<file path="config.mk">
export PLATFORM = sky130hd
export DESIGN_NAME = cam_rgb565_to_ram_capture
export DESIGN_NICKNAME = d
export VERILOG_FILES = /design/src/rtl/cam_rgb565_to_ram_capture.sv
export SDC_FILE = /design/constraint.sdc
export NUM_CORES = 1
export LEC_CHECK = 0
export ABC_AREA = 1
export CORE_ASPECT_RATIO = 0.5
export CORE_UTILIZATION = 45
export CTS_CLUSTER_DIAMETER = 40
export DETAILED_ROUTE_END_ITERATION = 6
export PLACE_DENSITY = 0.6
export SYNTH_ARGS = -nofsm -noshare
export SYNTH_HDL_FRONTEND = slang
export SYNTH_SLANG_ARGS = --single-unit
</file>
<file path="constraint.sdc">
create_clock -name clk -period 3.7 [get_ports clk]
set_input_delay 0.74 -clock clk [delete_from_list [all_inputs] [get_ports clk]]
set_output_delay 0.74 -clock clk [all_outputs]
set_load 0.1 [all_outputs]
</file>
<file path="src/rtl/cam_rgb565_to_ram_capture.sv">
// cam_rgb565_to_ram_capture: samples an OV7670 RGB565 stream on the system clock and writes RGB332 pixels into a frame buffer.
`timescale 1ns/1ps
module cam_rgb565_to_ram_capture #(
   parameter int CAM_SCREEN_X = 160,
   parameter int CAM_SCREEN_Y = 120,
   parameter int AW = 15,
   parameter int DW = 8
) (
   input  logic          clk,
   input  logic          rst,
   input  logic          cam_pclk,
   input  logic          cam_href,
   input  logic          cam_vsync,
   input  logic [7:0]    cam_d,
   input  logic          capture_en,
   output logic [AW-1:0] mem_addr,
   output logic [DW-1:0] mem_data,
   output logic          mem_we,
   output logic          frame_done,
   output logic          line_err,
   output logic          overflow
);
   typedef enum logic [1:0] {WAIT_VS, ARMED, CAPTURE} state_t;
   localparam logic [AW-1:0] SX = AW'(CAM_SCREEN_X);
   localparam logic [AW-1:0] SY = AW'(CAM_SCREEN_Y);
   logic [1:0] pclk_sq, href_sq, vs_sq;
   logic [7:0] d1_q, d2_q;
   logic pclk_prev_q, href_prev_q, vs_prev_q;
   state_t state_q, state_d;
   logic [AW-1:0] col_q, col_d, row_q, row_d, row_base_q, row_base_d, mem_addr_q, mem_addr_d;
   logic [DW-1:0] mem_data_q, mem_data_d;
   logic [5:0] hi_q, hi_d;
   logic phase_q, phase_d, mem_we_q, mem_we_d, frame_done_q, frame_done_d;
   logic line_err_q, line_err_d, overflow_q, overflow_d;
   logic pclk_rise, href, vs, href_fall, vs_rise, vs_fall, byte_ok, line_end, in_win;
   // All camera pins share the same sync depth so href/d stay aligned with the pclk edge
   always_ff @(posedge clk or negedge rst) begin
      if (!rst) begin
         pclk_sq <= '0;
         href_sq <= '0;
         vs_sq <= '0;
         d1_q <= '0;
         d2_q <= '0;
         pclk_prev_q <= 1'b0;
         href_prev_q <= 1'b0;
         vs_prev_q <= 1'b0;
      end else begin
         pclk_sq <= {pclk_sq[0], cam_pclk};
         href_sq <= {href_sq[0], cam_href};
         vs_sq <= {vs_sq[0], cam_vsync};
         d1_q <= cam_d;
         d2_q <= d1_q;
         pclk_prev_q <= pclk_sq[1];
         href_prev_q <= href_sq[1];
         vs_prev_q <= vs_sq[1];
      end
   end
   assign pclk_rise = pclk_sq[1] & ~pclk_prev_q;
   assign href = href_sq[1];
   assign vs = vs_sq[1];
   assign href_fall = href_prev_q & ~href;
   assign vs_rise = vs & ~vs_prev_q;
   assign vs_fall = ~vs & vs_prev_q;
   assign byte_ok = (state_q == CAPTURE) && pclk_rise && href;
   assign line_end = (state_q == CAPTURE) && (href_fall || vs_rise);
   assign in_win = (col_q < SX) && (row_q < SY);
   always_comb begin
      state_d = state_q;
      col_d = col_q;
      row_d = row_q;
      row_base_d = row_base_q;
      hi_d = hi_q;
      phase_d = phase_q;
      mem_addr_d = mem_addr_q;
      mem_data_d = mem_data_q;
      mem_we_d = 1'b0;
      frame_done_d = 1'b0;
      line_err_d = line_err_q;
      overflow_d = overflow_q;
      if (state_q == WAIT_VS && vs) state_d = ARMED;
      if (state_q == ARMED && vs_fall) begin
         state_d = capture_en ? CAPTURE : WAIT_VS;
         if (capture_en) begin
            col_d = '0;
            row_d = '0;
            row_base_d = '0;
            line_err_d = 1'b0;
            overflow_d = 1'b0;
            phase_d = 1'b0;
         end
      end
      if (byte_ok) begin
         phase_d = ~phase_q;
         if (!phase_q) hi_d = {d2_q[7:5], d2_q[2:0]};
         else if (in_win) begin
            mem_we_d = 1'b1;
            mem_data_d = DW'({hi_q, d2_q[4:3]});
            mem_addr_d = row_base_q + col_q;
            col_d = col_q + 1'b1;
         end else overflow_d = 1'b1;
      end
      // col only moves while row is inside the window, so row/row_base saturate at the window edge
      if (line_end) begin
         if (phase_q) begin
            line_err_d = 1'b1;
            phase_d = 1'b0;
         end
         if (col_q != '0) begin
            col_d = '0;
            row_d = row_q + 1'b1;
            row_base_d = row_base_q + SX;
         end
      end
      if (state_q == CAPTURE && vs_rise) begin
         frame_done_d = 1'b1;
         state_d = ARMED;
      end
   end
   always_ff @(posedge clk or negedge rst) begin
      if (!rst) begin
         state_q <= WAIT_VS;
         col_q <= '0;
         row_q <= '0;
         row_base_q <= '0;
         hi_q <= '0;
         phase_q <= 1'b0;
         mem_addr_q <= '0;
         mem_data_q <= '0;
         mem_we_q <= 1'b0;
         frame_done_q <= 1'b0;
         line_err_q <= 1'b0;
         overflow_q <= 1'b0;
      end else begin
         state_q <= state_d;
         col_q <= col_d;
         row_q <= row_d;
         row_base_q <= row_base_d;
         hi_q <= hi_d;
         phase_q <= phase_d;
         mem_addr_q <= mem_addr_d;
         mem_data_q <= mem_data_d;
         mem_we_q <= mem_we_d;
         frame_done_q <= frame_done_d;
         line_err_q <= line_err_d;
         overflow_q <= overflow_d;
      end
   end
   assign mem_addr = mem_addr_q;
   assign mem_data = mem_data_q;
   assign mem_we = mem_we_q;
   assign frame_done = frame_done_q;
   assign line_err = line_err_q;
   assign overflow = overflow_q;
endmodule

</file>
# --- Word-level counts from Yosys, hierarchy flattened ---
# Cells that the tools add are included.
word_totals:
  ff_bits: 106
  output_inout_bits: 27
  word_cells: 87
op_classes:
  reduce_logical: 13
  addsub: 4
  magnitude_cmp: 2
  mux: 37
  bitwise_logic: 9
  n_eq_ne: 2
ops:
  columns: ["op", "n"]
  rows:
  - ["$mux 15", 15]
  - ["$add 15x1->15 const B", 2]
  - ["$mux 1", 18]
  - ["$add 15x15->15", 1]
  - ["$add 15x8->15 const B", 1]
  - ["$lt 15x7->1 const B", 1]
  - ["$lt 15x8->1 const B", 1]
  - ["$reduce_bool 15->1", 1]
  - ["$mux 2", 4]
  - ["$logic_and 1x1->1", 7]
  - ["$not 1->1", 5]
  - ["$and 1x1->1", 4]
  - ["$reduce_and 3->1", 1]
  - ["$reduce_bool 3->1", 1]
  - ["$eq 2x1->1 const B", 1]
  - ["$eq 2x2->1 const B", 1]
  - ["$logic_not 2->1", 1]
  - ["$reduce_and 2->1", 1]
  - ["$logic_or 1x1->1", 1]

# --- Longest topological paths before layout ---
logic_depth:
  ltp_word: 9
  ltp_mapped: 11
  mapped_depth_nobuf: 11

# --- Worst setup path after synthesis ---
# OpenSTA, ideal clock, no wires.
synth_timing:
  path_kind: "reg-to-reg"
  start: "reg col_q[0]"
  end: "reg mem_addr_q[8], in the netlist mem_addr[8]"
  stages_incl_launch_ff: 10
  setup_ns: 0.125
  period_less_slack_ns: 1.724
  slack_ns: 1.976
  arrival_time_ns: 1.599
  cell_sequence: "dfrtp_1 -> ha_1 -> fa_1 -> nand2_1 -> nand2_1 -> and2_1 -> nand2_1 -> nand2_1 -> xnor2_1 -> o21ai_1"
synth_between:
  elab_chain_len: 3
  word_cells_on_any_way: 4
  cone_classes: "add/sub (1); order compare (1); reduce/logical (2)"
synth_lines:
  columns: ["element", "line", "text"]
  rows:
  - ["from (decl)", "30", "logic [AW-1:0] col_q, col_d, row_q, row_d, row_base_q, row_base_d, mem_addr_q, mem_addr_d;"]
  - ["from (signal assigned)", "135", "col_q <= col_d;"]
  - ["$lt 15x8->1", "66", "assign in_win = (col_q < SX) && (row_q < SY);"]
  - ["$logic_and 1x1->1", "66", null]
  - ["$reduce_and 3->1 (no line)", null, null]
  - ["to (signal assigned)", "140", "mem_addr_q <= mem_addr_d;"]
  - ["to (decl)", "30", null]
# Parallel ways exist; a longest one is shown, timed or not.
# A chain may end at the register's enable or synchronous reset.

# --- Final worst setup path ---
layout_timing:
  start: "reg line_err_q, in the netlist line_err"
  end: "out line_err"
layout_rtl:
  columns: ["element", "line", "text"]
  rows:
  - ["from (decl)", "34", "logic line_err_q, line_err_d, overflow_q, overflow_d;"]
  - ["from (signal assigned)", "144", "line_err_q <= line_err_d;"]
  - ["to (decl)", "20", "output logic line_err,"]
# No word-level cell between the ends.

==> reports/metrics.yaml <==
hp-class: "reg2reg"
met2_usage: 0.296
final_common_cell: "nand2_1"
area_delta_synth_final_pct: 15.4
fmax_ghz: 0.382
cp-start-kind: "register"
cts_buffers: 9
yosysUniqueCellTypes: 35
synth_async_sr_flop_share: 1.00
final_cell_mix: "nand2_1, dfrtp_1, inv_1, nor2_1, nand3_1"
place_ws_ps: 906
post-route-cell-area_um2: 6070
required_ps: 2960
route.antenna.remaining_nets: 0
grt_pass1_vias: 3868
yosys_warnings: 0
holdBufCountCts: 0
hpwl_mm: 7.60
fill_cells: 1074
place_area_um2: 5780
powerDensity_nw_per_um2: 548
busiest_layer: "met2"
wl_per_cell_um: 12.6
grt_start_max_net_pins: 60
nNetsFinal: 709
grt_setup_unrepaired: "no"
worst_slew_pin_slew_ps: 1010
met1_usage: 0.275
critical_path.top_delay_family: "buffers and inverters"
worstSetupPathType: "reg2out"
drt-initial-drc-count: 213
synth_nets: 669
drive_gt1_frac: 0.0705
viasPerCell: 4.84
register_area_um2: 2650
cts-htree-levels: 3
cts_buffer_depth: 2
synth-edff-count: 0
leakagePower_nw: 2.99
portBuffers: 40
diodes: 0
gp_congestion: 0.839
relSlewSlack: 0.322
crit_fanout: 2
clockRootBuffer: "clkbuf_16"
fin_tns_setup_ps: 0
fp-row-count: 27
drv_cap: 0
max-vdd-ir-drop_uv: 278
drt_wl_total_mm: 10.6
start_util: 0.470
cts_setup_buffers: 0
layout_min_cycle_time_ps: 2620
slowest_delay_ps: 1140
post-route-period-util: 0.708
avgSynthCellArea_um2: 8.27
grt_util_met3: 0.0469
final_core_util: 0.543
post_cts_resized: 0
core_um2: 11200
post-route-worst-setup-slack_ps: 1080
setup_viol: 0
num_vias: 4064
clk_latency_ps: 350
ioPinCount: 41
path_clk_slew_ps: 80
clock_skew_ps: 11.0
die_w_um: 155
drv_slew: 0
syn-cell-area_um2: 5260
hold_violations: 0
grt_usage: 0.196
end_kind: "primary output"
crit_arrival_ps: 1880
slowest_stage: "clkdlybuf4s50_1"
ys_ff_latch: 106
path_buf_inv: 1
cts_tree: "yes"
worstPathCellList: "clkdlybuf4s50_1"
cts.sinks: 106
die_area_um2: 12100
grt_overflow: 0
grt_pass1_wl_mm: 18.4
antenna_found_initial: 0
first_pass_iters: 4
synthCells: 636
multi_input_area_um2: 2220
ys_seq_area_frac: 0.505
synth_ff_type: "dfrtp_1"
drc: 0
chipHeight_um: 78.4
status: "finished, final reports clean"
[state kept, by name, summed over array words and instances, names as in the netlist, 2 cells and up]
| register | count |
|---|---|
| mem_data | 8 |
| col_q | 15 |
| pclk_sq | 2 |
| row_base_q | 15 |
| row_q | 15 |
| state_q | 2 |
| d1_q | 8 |
| mem_addr | 15 |
| d2_q | 8 |
| hi_q | 6 |
| vs_sq | 2 |
| href_sq | 2 |
[kinds of logic after synthesis]
group	share of synthesized area
simple gates	0.277
flops	0.505
buf+inv	0.0723
compound gates	0.0662
fa+ha+maj	0.0466
xor+xnor	0.0200
mux	0.0129
[cell usage after synthesis (9+ instances only)]
cell type,number,area share
nand2_1,187,0.13
nand3_1,49,0.047
nor2_1,66,0.047
inv_1,67,0.048
a21oi_1,26,0.025
dfrtp_1,106,0.50
inv_2,9,0.0064
o21ai_0,15,0.014
o21ai_1,13,0.012
ha_1,18,0.043
nand4_1,12,0.014
[metrics by stage]
| stage | power (mW) | std cells | hold WS (ps) |
|---|---|---|---|
| floorplan | 2.16 | 636 | 331 |
| global placement | 2.40 | 824 | 332 |
| detailed placement | 2.41 | 824 | 335 |
| CTS | 3.37 | 840 | 351 |
| global route | 3.53 | 840 | 358 |
| finish | 3.33 | 840 | 350 |
[report_power, final]
group / internal, mW / switching, mW
registers: 1.34 / 0.144
logic: 0.269 / 0.640
clock network: 0.473 / 0.466
[path summary, 6_finish.rpt]
path                                     from                  endpoint  slack [ps]  cells after the start
max                        line_err$_DFF_PN0_                  line_err        1080                      1
min                         d1_q[2]$_DFF_PN0_         d2_q[2]$_DFF_PN0_         350                      0
max reg2reg                col_q[1]$_DFF_PN0_        col_q[2]$_DFF_PN0_        1320                     10
min reg2reg                 d1_q[2]$_DFF_PN0_         d2_q[2]$_DFF_PN0_         350                      0
max in group asynchronous                 rst  mem_addr[13]$_DFFE_PN0P_        2570                      2
min in group asynchronous                 rst         d1_q[6]$_DFF_PN0_         390                      1
[area by class of cell]
class	instances	area share
Clock inverter	6	0.00990
Clock buffer	10	0.0377
Sequential cell	106	0.437
Tap cell	159	0.0328
Multi-Input combinational cell	442	0.367
Timing Repair Buffer	41	0.0689
Inverter	76	0.0470
[layer usage]
layer  part of all wire  vias to the layer above
li1                   -                     2109
met2               0.42                       62
met5                  0                        -
met3              0.035                       14
met4              0.014                        0
met1               0.53                     1879
Power figures use the tool's default switching activity.
==> RTL edit 1: new RTL, same settings <==
Register the output `overflow` once more, with the module's reset; this adds one clock of latency there. The other outputs are not delayed to match.
--- a/src/rtl/cam_rgb565_to_ram_capture.sv
+++ b/src/rtl/cam_rgb565_to_ram_capture.sv
@@ -150,6 +150,12 @@
    assign mem_we = mem_we_q;
    assign frame_done = frame_done_q;
    assign line_err = line_err_q;
-   assign overflow = overflow_q;
+   always_ff @(posedge clk or negedge rst) begin
+      if (!rst) begin
+         overflow <= '0;
+      end else begin
+         overflow <= overflow_q;
+      end
+   end
 endmodule
 
Formal check against the unedited RTL: no difference found for any inputs over 10 cycles, from zero or initial values and one cycle with rst low; that may be too few to reach the edited logic, so the function may still have changed.
==> RTL edit 1 against the unedited design <==
Non-clock buffer count stayed put; wire length is 0.21% lower; power is 4.9% lower; synthesized area is 1.3% higher; sequential share of layout area is 0.36 points lower; setup slack better by 0.0068 ns; clock skew hardly changed; global-route usage is 0.35 points lower; cell area is 1.8% higher; sequential cell count is 1 higher; critical path type unchanged.
==> RTL edit 1: results (changes against the unedited design) <==
stage	metric	value	unit	change
status	status	finished clean		unchanged
detailed_routing	viasPerCell	4.81		was 4.84
pwr	p_leak	3.07	nW	was 2.99 nW
logic_synthesis	synthMuxAreaShare	0.0127		was 0.0129
logic_synthesis	synth.distinct_cells	45		was 35
logic_synthesis	synth_fp_nets	662		was 669
logic_synthesis	synth_fa_ha_area_frac	0.0461		was 0.0466
logic_synthesis	ys_top_cells_by_count	179 x nand2_1, 107 x dfrtp_1, 70 x inv_1		was 187 x nand2_1, 106 x dfrtp_1, 67 x inv_1
critical_path	cpPeakStageDelay	1.14	ns	about the same
sta	slew_headroom	0.327		was 0.322
global_routing	grt_pass1_vias	3858		was 3868
global_routing	grt_pass1_wl	18400	um	about the same
placement	gp_congestion	0.843		was 0.839
hold_path	hold_class	input pin to asynchronous set/reset pin		was flop to flop
logic_synthesis	synth-seq-area-share	0.503		was 0.505
finish	final_nets	704		was 709
critical_path	path_max_fanout	2		unchanged
clock_tree	cts_buffers	9		unchanged
detailed_routing	wirelength	10600	um	about the same
pwr	vdd_drop_max	0.000293	V	was 0.000278 V
clock_tree	clk_latency	0.35	ns	about the same
global_routing	grt_start_max_net_pins	72		was 60
logic_synthesis	synthXorXnorAreaFrac	0.0181		was 0.0200
logic_synthesis	synth-compound-area-share	0.0797		was 0.0662
critical_path	r2r_slack	1.54	ns	was 1.32 ns
logic_synthesis	ys_top_cells_by_area	dfrtp_1 50%, nand2_1 13%, inv_1 4.9%		was dfrtp_1 50%, nand2_1 13%, inv_1 4.8%
finish	drive_above_1_share	0.0799		was 0.0705
global_routing	grtUsageTotal	0.192		was 0.196
placement	place_ws	1.11	ns	was 0.906 ns
sta	fin_skew	0.0106	ns	was 0.0110 ns
placement	hpwl	7570	um	was 7600 um
detailed_routing	drt_iter0_markers	257		was 213
## RTL edit 1: cell types whose count changed after synthesis, moves of 3 or more
cell | unedited run | this run
inv_1 | 67 | 70
inv_2 | 9 | 6
nand2_1 | 187 | 179
nor2_1 | 66 | 57
o21ai_0 | 15 | 23
o21ai_1 | 13 | 8
## RTL edit 1: layout make-up
class                           count  area, um^2
Fill cell                        1065        5070
Tap cell                          159         199
Clock inverter                      7        88.8
Multi-Input combinational cell    434        2270
Inverter                           78         295
Clock buffer                        9         225
Sequential cell                   107        2680
Timing Repair Buffer               41         418
## RTL edit 1: metal layers
metal	routed length (um)	share of wire	global-route usage
met3	376	0.036	0.0426
met1	5610	0.53	0.271
met2	4490	0.42	0.304
met4	89	0.0084	0.0451
met5	0	0	0
## RTL edit 1: metrics by stage
| step | util | power (mW) | hold WS (ns) | cell area, um^2 | std cells |
|---|---|---|---|---|---|
| floorplan | - | 2.00 | 0.331 | 5330 | 629 |
| global placement | 0.521 | 2.20 | 0.333 | 5860 | 819 |
| detailed placement | 0.521 | 2.21 | 0.335 | 5860 | 819 |
| CTS | 0.549 | 3.20 | 0.347 | 6180 | 835 |
| global route | 0.549 | 3.34 | 0.351 | 6180 | 835 |
| finish | 0.549 | 3.16 | 0.336 | 6180 | 835 |
## RTL edit 1: worst paths after layout
| check | depth (start not counted) | endpoint | start |
|---|---|---|---|
| setup / recovery | 1 | mem_data[7] | mem_data[7] |
| hold / removal | 1 | d1_q[2] | rst |
| setup reg to reg | 10 | col_q[2] | col_q[0] |
| hold reg to reg | 0 | vs_sq[1] | vs_sq[0] |
| max in group asynchronous | 2 | mem_addr[13] | rst |
| min in group clk | 0 | vs_sq[1] | vs_sq[0] |
## RTL edit 1: power by group
group / internal (mW) / switching [mW]
clock: 0.488 / 0.488
combinational: 0.237 / 0.492
sequential: 1.32 / 0.138
total: 2.05 / 1.12
## RTL edit 1: cell families after synthesis
logic type	after synthesis
AO/OA/AOI/OAI	72
adder cells (fa/ha/maj)	19
XOR/XNOR	11
multiplexers	6
AND/OR/NAND/NOR	326
flip-flops	107
buffers and inverters	88
==> RTL edit 2: new RTL, same settings <==
Without the edit above. Change the parameter `AW` from 15 to 16.
--- a/src/rtl/cam_rgb565_to_ram_capture.sv
+++ b/src/rtl/cam_rgb565_to_ram_capture.sv
@@ -3,7 +3,7 @@
 module cam_rgb565_to_ram_capture #(
    parameter int CAM_SCREEN_X = 160,
    parameter int CAM_SCREEN_Y = 120,
-   parameter int AW = 15,
+   parameter int AW = 16,
    parameter int DW = 8
 ) (
    input  logic          clk,
Interface: changed (resized mem_addr); port bits go from 41 to 42. No check against the original RTL was run, so the function may have changed too.
==> RTL edit 2 against the unedited design <==
Sequential share of layout area fell by 1.2 points; sequential cell count rose by 4; synthesized area increased by 6.6%; highest routed layer unchanged; core utilization fell by 0.22 points; power grew 1.8%; setup slack better by 0.016 ns; synthesized cell count is 11% higher; final cell count increased by 9.6%; worst hold slack improved by 0.0024 ns; cell area grew 6.7%; wire length rose by 6.0%; largest power group unchanged.
==> RTL edit 2: results (changes against the unedited design) <==
stage	metric	value	unit	change
logic_synthesis	ys_top_cells_by_area	dfrtp_1 49%, nand2_1 17%, inv_1 6.2%		was dfrtp_1 50%, nand2_1 13%, inv_1 4.8%
finish	drive_above_1_share	0.0675		was 0.0705
global_routing	grt_start_max_net_pins	111		was 60
status	status	finished clean		unchanged
pwr	p_leak	3.41	nW	was 2.99 nW
pwr	intPower	2.14	mW	was 2.08 mW
hold_path	min_to	vs_sq[1]		was d2_q[2]
logic_synthesis	synth-seq-area-share	0.491		was 0.505
global_routing	grt_pass1_vias	4183		was 3868
placement	placed_area	6160	um^2	was 5780 um^2
finish	fillCellCount	1153		was 1074
logic_synthesis	synth_fp_nets	743		was 669
detailed_routing	drt_iter0_markers	238		was 213
detailed_routing	met2WireLength	4930	um	was 4470 um
placement	place_ws	1.24	ns	was 0.906 ns
detailed_routing	m1WireLength	5710	um	was 5590 um
critical_path	r2r_slack	1.50	ns	was 1.32 ns
critical_path	r2r_end	mem_addr[9]		was col_q[2]
logic_synthesis	synth_fa_ha_area_frac	0.0460		was 0.0466
job	drv_cap	0		unchanged
logic_synthesis	ys_top_cells_by_count	248 x nand2_1, 110 x dfrtp_1, 92 x inv_1		was 187 x nand2_1, 106 x dfrtp_1, 67 x inv_1
finish	final_nets	785		was 709
placement	portBuffers	41		was 40
detailed_routing	vias	4402		was 4064
critical_path	reg2regPathDepth	5		was 10
hold_path	hold_start	vs_sq[0]		was d1_q[2]
pwr	vdd_drop_max	0.000274	V	was 0.000278 V
logic_synthesis	synthMuxAreaShare	0.0121		was 0.0129
logic_synthesis	synth-compound-area-share	0.0413		was 0.0662
global_routing	grt_pass1_wl	19400	um	was 18400 um
global_routing	grtUsageTotal	0.191		was 0.196
logic_synthesis	synth.distinct_cells	37		was 35
sta	slew_headroom	0.348		was 0.322
placement	gp_congestion	0.810		was 0.839
placement	hpwl	7950	um	was 7600 um
logic_synthesis	synthXorXnorAreaFrac	0.0141		was 0.0200
detailed_routing	route.met3.wl	530	um	was 369 um
detailed_routing	avgRoutedWirePerCell	12.2	um	was 12.6 um
sta	fin_skew	0.00929	ns	was 0.0110 ns
critical_path	r2r-start	col_q[6]		was col_q[1]
RTL edit 2: changes by cell type after synthesis, moves of 3 or more:
cell / unedited run / this run
inv_1: 67 / 92
nor3_1: 6 / 9
nand2_1: 187 / 248
inv_2: 9 / 4
o21ai_1: 13 / 4
nand2_2: 4 / 7
xnor2_1: 6 / 3
a21oi_1: 26 / 17
nand3_1: 49 / 54
o21a_1: 4 / 1
dfrtp_1: 106 / 110
RTL edit 2: power groups by stage:
stage	logic, mW	registers [mW]	clock network (mW)
finish	0.844	1.54	1.01
global placement	0.832	1.56	0
CTS	0.853	1.54	1.04
floorplan	0.492	1.68	0
detailed placement	0.844	1.56	0
global route	0.938	1.57	1.09
RTL edit 2: layout make-up:
type | count | area [um^2] | area share
clock inverter | 7 | 90.1 | 0.0139
multi-input combinational | 490 | 2400 | 0.370
tap | 165 | 206 | 0.0319
clock buffer | 9 | 225 | 0.0348
timing repair buffer | 44 | 443 | 0.0684
sequential | 110 | 2750 | 0.425
inverter | 96 | 360 | 0.0556
RTL edit 2: how the worst max path moves through the flow:
| stage | start | end | slack, ns | cells after the start |
|---|---|---|---|---|
| after floorplan | col_q[0] | mem_addr[8] | 2.03 | 8 |
| after global placement | capture_en | col_q[5] | 1.26 | 9 |
| after detailed placement | capture_en | row_base_q[6] | 1.24 | 9 |
| after CTS | mem_addr[15] | mem_addr[15] | 1.07 | 1 |
| after global routing | line_err | line_err | 1.04 | 1 |
| final | line_err | line_err | 1.10 | 1 |
RTL edit 2: routing by layer:
layer | track usage | up-vias
met2 | 0.314 | 76
met3 | 0.0439 | 4
met1 | 0.261 | 2026
met5 | 0 | -
li1 | - | 2296
met4 | 0.0390 | 0
RTL edit 2: per-stage QoR:
| stage | power [mW] | hold slack [ns] | instances |
|---|---|---|---|
| 2_1_floorplan | 2.18 | 0.331 | 709 |
| 3_3_place_gp | 2.39 | 0.332 | 905 |
| 3_5_place_dp | 2.40 | 0.335 | 905 |
| 4_1_cts | 3.43 | 0.355 | 921 |
| 5_1_grt | 3.59 | 0.359 | 921 |
| 6_report | 3.39 | 0.352 | 921 |
RTL edit 2: logic make-up after synthesis:
logic type | after synthesis
simple gates | 413
xor+xnor | 9
flops | 110
buf+inv | 109
mux | 6
compound gates | 42
fa+ha+maj | 20
